### config.mk
export PLATFORM = sky130hd
export DESIGN_NAME = noc_empty_endpoint
export DESIGN_NICKNAME = d
export VERILOG_FILES = /design/src/rtl/noc_defines.sv /design/src/rtl/noc_pkt_tracker.sv /design/src/rtl/noc_empty_endpoint.sv
export SDC_FILE = /design/constraint.sdc
export NUM_CORES = 1
export LEC_CHECK = 0
export CORE_MARGIN = 4
export CORE_UTILIZATION = 38
export DETAILED_ROUTE_END_ITERATION = 8
export GPL_TIMING_DRIVEN = 1
export HOLD_SLACK_MARGIN = 0.12
export PLACE_DENSITY = 0.84
export SLEW_MARGIN = 20
export SYNTH_ARGS = -nofsm -noshare
export SYNTH_HDL_FRONTEND = slang
export SYNTH_SLANG_ARGS = --single-unit
### constraint.sdc
create_clock -name noc_clk -period 1.8 [get_ports noc_clk]
set_input_delay 0.36 -clock noc_clk [delete_from_list [all_inputs] [get_ports noc_clk]]
set_output_delay 0.36 -clock noc_clk [all_outputs]
set_load 0.005 [all_outputs]
### src/rtl/noc_defines.sv
// Shared NoC definitions: default flit width, packet-state encoding and a saturating increment.
`timescale 1ns/1ps

`ifndef Noc_Data_Width
`define Noc_Data_Width 32
`endif

package noc_defines;

  localparam logic NOC_PKT_IDLE = 1'b0;
  localparam logic NOC_PKT_BODY = 1'b1;

  // Returns value+1, holding at the all-ones value of a width-bit counter (width <= 32).
  function automatic logic [31:0] sat_inc(input logic [31:0] value, input int unsigned width);
    logic [31:0] max_val;
    max_val = (width >= 32) ? 32'hFFFF_FFFF : ((32'd1 << width) - 32'd1);
    return (value >= max_val) ? max_val : value + 32'd1;
  endfunction

endpackage

### src/rtl/noc_pkt_tracker.sv
// Packet framing tracker for the empty endpoint: IDLE/BODY state, completed-packet count, protocol error.
// Protocol checking is compiled in with NOC_EMPTY_PROTO_CHECK_EN.
`timescale 1ns/1ps

module noc_pkt_tracker
  import noc_defines::*;
#(
  parameter int CNT_W = 16
) (
  input  logic             noc_clk,
  input  logic             noc_rst_n,
  input  logic             accept,
  input  logic             is_header,
  input  logic             is_tail,
  output logic [CNT_W-1:0] pkt_count,
  output logic             proto_err
);

  logic state;
  logic state_nxt;
  logic pkt_inc;
`ifdef NOC_EMPTY_PROTO_CHECK_EN
  logic err_set;
`endif

  // NOTE: every output of this block is given a default first so no path leaves it unassigned (no latch).
  always_comb begin
    state_nxt = state;
    pkt_inc   = 1'b0;
`ifdef NOC_EMPTY_PROTO_CHECK_EN
    err_set   = 1'b0;
`endif
    if (accept) begin
      if (is_header) begin
`ifdef NOC_EMPTY_PROTO_CHECK_EN
        // A header inside a packet abandons the open packet uncounted.
        if (state == NOC_PKT_BODY) err_set = 1'b1;
`endif
        if (is_tail) begin
          pkt_inc   = 1'b1;
          state_nxt = NOC_PKT_IDLE;
        end else begin
          state_nxt = NOC_PKT_BODY;
        end
      end else if (state == NOC_PKT_BODY) begin
        if (is_tail) begin
          pkt_inc   = 1'b1;
          state_nxt = NOC_PKT_IDLE;
        end
      end else begin
`ifdef NOC_EMPTY_PROTO_CHECK_EN
        err_set = 1'b1;
`else
        // Headerless flit is taken as packet content; its tail still closes a packet.
        if (is_tail) pkt_inc = 1'b1;
`endif
      end
    end
  end

  // NOTE: sequential state uses non-blocking assignments so all registers update from pre-edge values.
  always_ff @(posedge noc_clk or negedge noc_rst_n) begin
    if (!noc_rst_n) begin
      state     <= NOC_PKT_IDLE;
      pkt_count <= '0;
    end else begin
      state <= state_nxt;
      if (pkt_inc) pkt_count <= CNT_W'(sat_inc(32'(pkt_count), CNT_W));
    end
  end

`ifdef NOC_EMPTY_PROTO_CHECK_EN
  always_ff @(posedge noc_clk or negedge noc_rst_n) begin
    if (!noc_rst_n)   proto_err <= 1'b0;
    else if (err_set) proto_err <= 1'b1;
  end
`else
  assign proto_err = 1'b0;
`endif

endmodule

### src/rtl/noc_empty_endpoint.sv
// Terminating endpoint for an unused 2x2 mesh port: sinks all flits, drives idle, keeps debug counters.
// Optional protocol checker enabled by NOC_EMPTY_PROTO_CHECK_EN.
`timescale 1ns/1ps

module noc_empty_endpoint
  import noc_defines::*;
#(
  parameter int DATA_WIDTH = `Noc_Data_Width,
  parameter int CNT_W      = 16
) (
  input  logic                  noc_clk,
  input  logic                  noc_rst_n,
  input  logic                  receive_valid,
  output logic                  receive_ready,
  input  logic [DATA_WIDTH-1:0] receive_flit,
  input  logic                  receive_is_header,
  input  logic                  receive_is_tail,
  output logic                  sender_valid,
  input  logic                  sender_ready,
  output logic [DATA_WIDTH-1:0] sender_flit,
  output logic                  sender_is_header,
  output logic                  sender_is_tail,
  output logic [CNT_W-1:0]      pkt_count,
  output logic [CNT_W-1:0]      flit_count,
  output logic [DATA_WIDTH-1:0] last_header,
  output logic                  proto_err
);

  logic accept;
  logic unused_sender_ready;

  assign accept = receive_valid & receive_ready;

  // Ready rises on the first edge out of reset, so flits present during reset are never taken.
  always_ff @(posedge noc_clk or negedge noc_rst_n) begin
    if (!noc_rst_n) receive_ready <= 1'b0;
    else            receive_ready <= 1'b1;
  end

  always_ff @(posedge noc_clk or negedge noc_rst_n) begin
    if (!noc_rst_n) begin
      flit_count  <= '0;
      last_header <= '0;
    end else if (accept) begin
      flit_count <= CNT_W'(sat_inc(32'(flit_count), CNT_W));
      if (receive_is_header) last_header <= receive_flit;
    end
  end

  noc_pkt_tracker #(
    .CNT_W (CNT_W)
  ) u_tracker (
    .noc_clk   (noc_clk),
    .noc_rst_n (noc_rst_n),
    .accept    (accept),
    .is_header (receive_is_header),
    .is_tail   (receive_is_tail),
    .pkt_count (pkt_count),
    .proto_err (proto_err)
  );

  assign sender_valid     = 1'b0;
  assign sender_flit      = '0;
  assign sender_is_header = 1'b0;
  assign sender_is_tail   = 1'b0;
  assign unused_sender_ready = &{1'b0, sender_ready};

endmodule

==> results.md <==
- Minimum hold slack: between 500 and 600 ps
- Die area: around 10000 µm²
- HPWL after DPL: about 5300 µm
- Count leader, synth: dfrtp_1
- GRT overflow: 0
- Post-synth EDFFs: 0
- Cell internal pwr: between 3 and 4 mW
- Unrepaired setup endpoints after global routing: false
- Clock-pin slew on the worst setup and hold paths: 70 ps
- Antenna diode count: 0
- Post-synth top area share: 51.7%
- DR DRC count: 0
- Root Driver: clkbuf_8
- CP max stage delay: roughly 480 ps
- Clock power frac: 28.5%
- Crit Path Max Fanout: 6
- Clock sink total: between 60 and 70
- TritonRoute pass-1 iters: 5
- Mapped Area: roughly 3100 µm²
- Gate power share: 26.9%
- Critical Path Sink Type: register
- First-pass GRT wire length: roughly 12000 µm
- Power density over the cells: ~960 nW/µm²
- Distinct cell type count after synthesis: 36
- Crit path cell chain: ha_1 -> nand3_1 -> nor4_1 -> buf_4 -> a31oi_1 -> a21oi_1
- Post-synth ARST share: 100%
- Clock Skew: ~6.8 ps
- Htree depth: 3
- Max Clock Freq: approximately 570 MHz
- Drt wl/cell: approximately 14 µm
- Chip width: approximately 99 µm
- Initial Utilization: roughly two fifths
- PortBufs: 101
- Gr usage total: 14.4%
- Area added between synthesis and finish: 42.9%
- Cells after Synth: between 200 and 300
- Largest net degree at the start of global routing: 66
- Commonest cells post-synth: dfrtp_1 (65), buf_4 (37), mux2_2 (33), nand2_1 (26), nand3_1 (15)
- Total power: roughly 4.3 mW
- Clk_lat worst skew: ~330 ps
- Final setup viols: 0
- IR drop worst, VDD: about 0.56 mV
- Final setup TNS: 0 ps
- Antenna violations before repair: 0
- ANT nets after route: 0
- Routed wire length: 7170 µm
- 1st-iter DRT viols: 99
- Status: finished clean
- Via count of the routed design: between 2000 and 2500
- Vias in the first global route: roughly 2400
- Yosys warning total: 0
- CP max-delay cell: dfrtp_1
- Required @ worst endpoint: between 2000 and 2500 ps
- Row cnt: 32
- Worst Path Arrival: between 1500 and 2000 ps
- Flop pwr share: roughly 45%
- LEAKAGE: 2.00 nW
- Final period util: a little over nine tenths
- Critical Setup Path Class: reg -> reg
- Seq/Total Area, Yosys: 51.7%
- Fraction of layout cells with a size suffix above 1: a little under a fifth
- Setup slack after layout: roughly 57 ps
- Minimum clock period after layout: roughly 1700 ps
- Clock Path Buffers: 2
- Max-Cap Viols: 0
- CTS tree: built
- Sw Share: 26.7%
- Clock buffers created by TritonCTS: 9
- Synth area leader: dfrtp_1
- Yosys reg bits: 65
- Placeable core area: 7890 µm²
- Syn avg cell area: roughly 11 µm²
- Startpoint types: register
- Setup WS pre-CTS: -388 ps
- Buffers and inverters on the worst path: 1
- Max Slew Vio Count: 0
- Placer Congestion: between 0.8 and 0.9
- Final hold violations: 0
- Vias per cell: 4.77
- Synth top area cells: dfrtp_1 (52%), mux2_2 (12%), buf_4 (8.8%)
- Top delay family on crit path: simple AND/OR/NAND/NOR gates
- Io pins: between 100 and 150
- Sw Pwr: between 1 and 1.5 mW
- Hold crit path type: reg -> reg
- Die Y: between 90 and 100 µm
- Final nets: about 440
- Synth Flop Type: dfrtp_1
-- logic make-up (layout without fill, tap and decap cells) --
logic type,Yosys count,count (layout),share of synthesized area (%)
flip-flops,65,65,51.7
AND/OR/NAND/NOR,90,90,16.7
adder cells (fa/ha/maj),2,2,0.796
multiplexers,34,34,12.2
AO/OA/AOI/OAI,19,19,3.58
other,2,37,0.239
buffers and inverters,45,141,10.0
XOR/XNOR,17,17,4.74
-- cell usage in the layout (no fill, tap or decap), types with 2 or more instances in the layout --
cell             Yosys  layout
nand4_4              2       2
buf_4               37      19
xor2_1               5       5
buf_12               0       2
nand4_1              6       6
inv_1                3       3
a21oi_1              6       6
o21a_1               2       2
nor3_1               6       6
dfrtp_1             65      65
o21ai_0              5       5
and4_2               2       2
nand2b_1             3       3
nor4_1               9       9
nand2_1             26      26
dlygate4sd2_1        0       2
ha_1                 2       2
a31oi_1              4       4
mux2_2              33      33
xnor2_1             12      12
nor2_1              10      10
conb_1               2      37
clkbuf_8             0      11
nand3_1             15      15
and3_1               2       2
clkinv_2             0       2
a41oi_1              2       2
clkdlybuf4s50_1      0      97
-- state kept, by name, summed over array words and instances (netlist names) --
name and count:
flit_count 16, last_header 32, u_tracker.pkt_count 16, receive_ready 1
-- power groups by stage --
stage          combinational [mW]  sequential, mW  clock (mW)
4_1_cts                      1.17            1.93        1.28
5_1_grt                      1.26            1.97        1.33
2_1_floorplan               0.412            1.98           0
3_3_place_gp                 1.14            1.94           0
6_report                     1.16            1.93        1.23
3_5_place_dp                 1.17            1.96           0
-- routing by layer --
| metal | up-vias | track usage, % | routed length (µm) |
|---|---|---|---|
| met4 | 0 | 5.04 | 36 |
| met3 | 6 | 5.52 | 734 |
| met5 | - | 0 | 0 |
| met1 | 1173 | 16.7 | 2890 |
| met2 | 97 | 24.3 | 3510 |
| li1 | 1140 | - | - |
-- per-stage QoR --
stage | instance area (µm²) | instances | utilization, %
2_1_floorplan | 3280 | 309 | -
4_1_cts | 4480 | 506 | 56.8
5_1_grt | 4490 | 507 | 57.0
3_5_place_dp | 4280 | 490 | 54.3
3_3_place_gp | 4280 | 490 | 54.3
6_report | 4490 | 507 | 57.0
-- area by class of cell --
class / count / area, µm²
fill: 664 / 3390
inverter: 3 / 11.3
multi-input combinational: 199 / 1330
clock buffer: 12 / 155
timing repair buffer: 123 / 1200
sequential: 65 / 1630
clock inverter: 3 / 40.0
tap: 102 / 128
-- timing repair --
item                                    CTS  global route
gates resized for setup                   2             1
hold endpoints to repair                 65             0
pin swaps                                 1             0
cloned                                    0             0
hold buffers                              1             0
setup buffers                             0             1
endpoints found under the setup margin    3             3
-- final timing paths --
check	start	endpoint	slack, ps	cells past startpoint
worst max-delay path	u_tracker.pkt_count[1]	u_tracker.pkt_count[14]	60	6
max in group asynchronous	noc_rst_n	receive_ready	920	3
worst min-delay path	last_header[6]	last_header[6]	500	1
worst min register to register	last_header[6]	last_header[6]	500	1
worst max register to register	u_tracker.pkt_count[1]	u_tracker.pkt_count[14]	60	6
min in group asynchronous	noc_rst_n	u_tracker.pkt_count[9]	560	3
No activity file was read; power rests on OpenSTA's default activity.
